[config.mk]
export PLATFORM = sky130hd
export DESIGN_NAME = rgbled_rx
export DESIGN_NICKNAME = d
export VERILOG_FILES = /design/src/rtl/sonata_pkg.sv /design/src/rtl/rgbled_rx_edge.sv /design/src/rtl/rgbled_rx.sv
export SDC_FILE = /design/constraint.sdc
export NUM_CORES = 1
export LEC_CHECK = 0
export CORE_ASPECT_RATIO = 0.5
export CORE_UTILIZATION = 51
export DETAILED_ROUTE_END_ITERATION = 16
export PLACE_DENSITY = 0.75
export SYNTH_ARGS = -nofsm -noshare
export SYNTH_HDL_FRONTEND = slang
export SYNTH_SLANG_ARGS = --single-unit
[constraint.sdc]
create_clock -name clk_i -period 2.1 [get_ports clk_i]
set_clock_uncertainty 0.05 [all_clocks]
set_input_delay 0.21 -clock clk_i [delete_from_list [all_inputs] [get_ports clk_i]]
set_output_delay 0.21 -clock clk_i [all_outputs]
set_load 0.01 [all_outputs]
[src/rtl/sonata_pkg.sv]
// Shared types for the RGB LED transmit/receive path.
// Pixel layout is GRB, matching the LED wire order.
package sonata_pkg;

  typedef enum logic [2:0] {
    WAIT_RESET = 3'd0,
    ARMED      = 3'd1,
    HIGH       = 3'd2,
    LOW        = 3'd3,
    FORWARD    = 3'd4
  } rgbled_rx_state_e;

  typedef struct packed {
    logic [7:0] g;
    logic [7:0] r;
    logic [7:0] b;
  } rgbled_pixel_t;

  function automatic int unsigned ns_to_cycles(
    input int unsigned clk_hz,
    input int unsigned ns
  );
    return ns / (32'd1_000_000_000 / clk_hz);
  endfunction

endpackage

[src/rtl/rgbled_rx_edge.sv]
// Two-flop synchroniser for the LED wire plus edge detection
// on the synchronised level.
module rgbled_rx_edge (
  input  logic clk_i,
  input  logic rst_i,
  input  logic din_i,
  output logic sync,
  output logic rise,
  output logic fall
);

  logic s1;
  logic s2;
  logic prev;

  always_ff @(posedge clk_i or posedge rst_i) begin
    if (rst_i) begin
      s1   <= 1'b0;
      s2   <= 1'b0;
      prev <= 1'b0;
    end else begin
      s1   <= din_i;
      s2   <= s1;
      prev <= s2;
    end
  end

  assign sync = s2;
  assign rise = s2 & ~prev;
  assign fall = ~s2 & prev;

endmodule

[src/rtl/rgbled_rx.sv]
// WS2812-style receiver: decodes its own GRB pixel, forwards
// the rest of the frame, and flags latch and protocol errors.
module rgbled_rx
  import sonata_pkg::*;
#(
  parameter int unsigned SysClkFreq  = 40_000_000,
  parameter int unsigned BitThreshNs = 600,
  parameter int unsigned MinHighNs   = 100,
  parameter int unsigned MaxHighNs   = 5000,
  parameter int unsigned ResetNs     = 50000
) (
  input  logic        clk_i,
  input  logic        rst_i,
  input  logic        din_i,
  output logic        dout_o,
  output logic [23:0] pixel_o,
  output logic        pixel_valid_o,
  output logic        frame_done_o,
  output logic        err_o,
  output logic        busy_o
);

  localparam int unsigned ThreshCycles =
    ns_to_cycles(SysClkFreq, BitThreshNs);
  localparam int unsigned MinCycles =
    ns_to_cycles(SysClkFreq, MinHighNs);
  localparam int unsigned MaxCycles =
    ns_to_cycles(SysClkFreq, MaxHighNs);
  localparam int unsigned ResetCycles =
    ns_to_cycles(SysClkFreq, ResetNs);
  localparam int unsigned CntW = $clog2(ResetCycles + 1);

  localparam logic [CntW-1:0] CntThresh = CntW'(ThreshCycles);
  localparam logic [CntW-1:0] CntMin    = CntW'(MinCycles);
  localparam logic [CntW-1:0] CntMax    = CntW'(MaxCycles);
  localparam logic [CntW-1:0] CntReset  = CntW'(ResetCycles);

  logic             sync;
  logic             rise;
  logic             fall;
  logic [CntW-1:0]  cnt;
  logic [4:0]       idx;
  logic [23:0]      shift;
  rgbled_pixel_t    pixel;
  rgbled_rx_state_e state;
  logic             low_done;
  logic             bit_val;

  rgbled_rx_edge u_edge (
    .clk_i (clk_i),
    .rst_i (rst_i),
    .din_i (din_i),
    .sync  (sync),
    .rise  (rise),
    .fall  (fall)
  );

  // cnt holds the length of the current level including the edge cycle,
  // so on a fall it equals the number of high cycles seen.
  always_ff @(posedge clk_i or posedge rst_i) begin
    if (rst_i) begin
      cnt <= '0;
    end else if (rise | fall) begin
      cnt <= CntW'(1);
    end else if (cnt < CntReset) begin
      cnt <= cnt + 1'b1;
    end
  end

  assign low_done = ~sync & ~fall & (cnt >= CntReset);
  assign bit_val  = (cnt >= CntThresh);

  always_ff @(posedge clk_i or posedge rst_i) begin
    if (rst_i) begin
      state         <= WAIT_RESET;
      idx           <= '0;
      shift         <= '0;
      pixel         <= '0;
      dout_o        <= 1'b0;
      pixel_valid_o <= 1'b0;
      frame_done_o  <= 1'b0;
      err_o         <= 1'b0;
    end else begin
      dout_o        <= 1'b0;
      pixel_valid_o <= 1'b0;
      frame_done_o  <= 1'b0;
      err_o         <= 1'b0;
      unique case (state)
        WAIT_RESET: begin
          idx <= '0;
          if (low_done) state <= ARMED;
        end
        ARMED: begin
          idx <= '0;
          if (rise) state <= HIGH;
        end
        HIGH: begin
          if (cnt >= CntMax) begin
            err_o <= 1'b1;
            state <= WAIT_RESET;
          end else if (fall) begin
            if (cnt < CntMin) begin
              err_o <= 1'b1;
              state <= WAIT_RESET;
            end else begin
              shift <= {shift[22:0], bit_val};
              idx   <= idx + 1'b1;
              state <= LOW;
            end
          end
        end
        LOW: begin
          if (idx == 5'd24) begin
            pixel         <= shift;
            pixel_valid_o <= 1'b1;
            idx           <= '0;
            state         <= FORWARD;
          end else if (rise) begin
            state <= HIGH;
          end else if (low_done) begin
            err_o <= 1'b1;
            idx   <= '0;
            state <= ARMED;
          end
        end
        FORWARD: begin
          if (low_done) begin
            frame_done_o <= 1'b1;
            state        <= ARMED;
          end else begin
            dout_o <= sync;
          end
        end
        default: state <= WAIT_RESET;
      endcase
    end
  end

  assign pixel_o = pixel;
  assign busy_o  = (state != WAIT_RESET) && (state != ARMED);

endmodule

==> impl_metrics.env <==
export IMPL_cts_buffers=9
export IMPL_grt_remaining_overflow=0
export IMPL_yosys_warnings=0
export IMPL_maxSlewViolCount=0
export IMPL_final_common_cell="dfrtp_1"
export IMPL_holdBufCountCts=0
export IMPL_combinational_power_share=0.041
export IMPL_preCtsSetupSlack_ps=88.80
export IMPL_clock_tree_buffer_depth=2
export IMPL_power_frac_clock=0.488
export IMPL_die_w_um=114.1
export IMPL_die_h_um=58.03
export IMPL_synthTopCellsByArea="dfrtp_1, mux2_2, ha_1"
export IMPL_tritoncts="yes"
export IMPL_clkTransAtPathRegs_ps=60
export IMPL_top_library_cells_by_usage_in_the_layout_fill_and_taps_aside="dfrtp_1, mux2_2, clkdlybuf4s50_1"
export IMPL_p_sw_frac=0.2219
export IMPL_worstMarginPinSlew_ps=499.2
export IMPL_crit_type="reg -> reg"
export IMPL_dpl_cell_area_sq_um=3640
export IMPL_netlist_area_sq_um=3202
export IMPL_initial_utilization=0.5565
export IMPL_detailroute_via_count=2069
export IMPL_number_of_antenna_violations_at_the_first_check_in_global_routing=0
export IMPL_routabilityCongestion=0.9360
export IMPL_max_clock_freq_mhz=502.1
export IMPL_vdd_ir_drop_worst_mv=0.4144
export IMPL_syn_instance_count=247
export IMPL_drive_gt1_frac=0.2694
export IMPL_timing_slew_headroom=0.6665
export IMPL_share_of_the_clock_period_used_by_the_worst_path=0.9485
export IMPL_drtAntennaViolNets=0
export IMPL_grt_first_pass_wirelength_um=10040
export IMPL_nets=302
export IMPL_final_setup_viol_count=0
export IMPL_static_leakage_nw=1.867
export IMPL_firstDrtPassIters=4
export IMPL_pin_count_of_the_biggest_net_entering_global_routing=32
export IMPL_placed_cells=363
export IMPL_yosys_register_bits=74
export IMPL_ctsHtreeMaxLevel=3
export IMPL_postRouteWirelength_um=6231
export IMPL_finish_instance_area_sq_um=3960
export IMPL_cts_sink_count=74
export IMPL_fin_crit_ps=1992
export IMPL_rows=19
export IMPL_synthArstFlopShare=1.000
export IMPL_required_ps=2260
export IMPL_seqPwrFrac=0.471
export IMPL_setup_worst_path_end_class="flip-flop"
export IMPL_cts_root_buffer_cell="clkbuf_16"
export IMPL_setup_worst_path_start_class="flip-flop"
export IMPL_dieArea_sq_um=6618
export IMPL_rsz0062_at_grt="false"
export IMPL_first_global_vias=2057
export IMPL_dr_first_iter_drc_count=129
export IMPL_clock_insertion_delay_worst_skew_ps=330
export IMPL_final_instance_count_excl_fill=381
export IMPL_mappedNetlistNets=257
export IMPL_detail_route_vias_per_cell=5.430
export IMPL_finalSetupTns_ps=0
export IMPL_worst_hold_path_type="in -> async"
export IMPL_core_area_sq_um=5753
export IMPL_post_route_drc_count=0
export IMPL_crit_path_max_fanout=13
export IMPL_cellInternalPower_mw=2.408
export IMPL_synth_area_per_cell_sq_um=12.96
export IMPL_synthDominantCellAreaShare=0.5784
export IMPL_hpwl_um=3743
export IMPL_io_buffer_count=31
export IMPL_power_per_cell_area_nw_per_um2=781.6
export IMPL_area_growth_pct=23.68
export IMPL_status="finished clean"
export IMPL_synth_seq_area_share=0.5784
export IMPL_final_setup_worst_slack_ps=108.2
export IMPL_drv_max_cap_violation_count=0
export IMPL_critPathArrivalTime_ps=2150
export IMPL_io_pin_count=32
export IMPL_antenna_cells=0
export IMPL_synth_edf_count=0
export IMPL_timing_final_hold_violations=0
export IMPL_synthDominantAreaCellType="dfrtp_1"
export IMPL_share_of_the_core_filled_with_cells=0.6883
export IMPL_net_switching_power_uw=687.0
export IMPL_grt_total_usage=0.2070
export IMPL_fillers=415
export IMPL_synth_cell_types=46
export IMPL_postSynth_topFlopCell="dfrtp_1"
export IMPL_wire_per_inst_um=16.35
-- per-stage QoR --
stage | hold slack (ps) | power [mW]
2_1_floorplan | 191.4 | 1.569
3_3_place_gp | 284.5 | 1.601
3_5_place_dp | 287.1 | 1.606
4_1_cts | 210.9 | 3.126
5_1_grt | 241.0 | 3.201
6_report | 209.7 | 3.095
-- flip-flops by register name (all words and copies together), names as in the netlist, 3 cells and up --
name,flops
cnt,11
pixel_o,24
shift,24
idx,5
state,3
-- layer usage --
layer	up-vias	track usage	wire length, um
li1	970	-	-
met1	1035	0.2511	2779
met2	59	0.3481	3143
met3	5	0.07218	253
met4	0	0.07978	55
met5	-	0	0
-- logic make-up (layout without fill, tap and decap cells) --
logic type	count (synthesis)	in the layout	share of synthesized area
adders and majority gates	7	7	0.02735
and+or+nand+nor	60	61	0.1004
DFF	74	74	0.5784
muxes	47	47	0.1653
buffers and inverters	19	68	0.03712
xor gates and xnor gates	8	8	0.02188
AOI/OAI and AO/OA	32	32	0.06956
-- final timing paths --
path | startpoint | endpoint | slack, ps | cells past startpoint
min in group clk_i | din_i | u_edge.s1 | 260 | 1
worst min register to register | u_edge.s1 | u_edge.sync | 300 | 0
max in group asynchronous | rst_i | shift[17] | 1140 | 3
worst max-delay path | cnt[10] | shift[19] | 110 | 4
worst min-delay path | rst_i | pixel_o[8] | 210 | 2
worst max register to register | cnt[10] | shift[19] | 110 | 4
-- power by group through the flow --
| stage | sequential (mW) | combinational (mW) | clock [mW] |
|---|---|---|---|
| final | 1.46 | 0.127 | 1.51 |
| after global routing | 1.46 | 0.145 | 1.60 |
| after CTS | 1.46 | 0.124 | 1.54 |
| after detailed placement | 1.48 | 0.121 | 0 |
| after global placement | 1.48 | 0.117 | 0 |
| after floorplan | 1.48 | 0.0860 | 0 |
-- repair_timing --
item                       in CTS  in global routing
gates resized for setup         0                  2
setup endpoints to repair       0                 18
setup buffers                   0                  1
-- cells in the mapped netlist (all sizes together), types with 3 or more instances --
cell,n
a21oi,9
a31oi,4
and3,4
buf,7
dfrtp,74
ha,7
inv,10
mux2,47
nand2,7
nand2b,3
nand3,3
nand4,5
nor2,19
nor3,9
o21ai,5
xnor2,3
xor2,5
-- critical path, stage by stage, from the launching register on --
cell and delay [ps]:
dfrtp_1 400, or3_1 440, nor3_4 240, and3_4 370
mux2_2 370
-- cell type report --
type | instances | area, sq um | area share
Multi-Input combinational cell | 155 | 1249 | 0.3153
Clock inverter | 6 | 66.31 | 0.01675
Inverter | 10 | 41.29 | 0.01043
Timing Repair Buffer | 42 | 417.9 | 0.1055
Sequential cell | 74 | 1852 | 0.4676
Tap cell | 84 | 105.1 | 0.02654
Clock buffer | 10 | 229.0 | 0.05782
No activity file was read; power rests on OpenSTA's default activity.
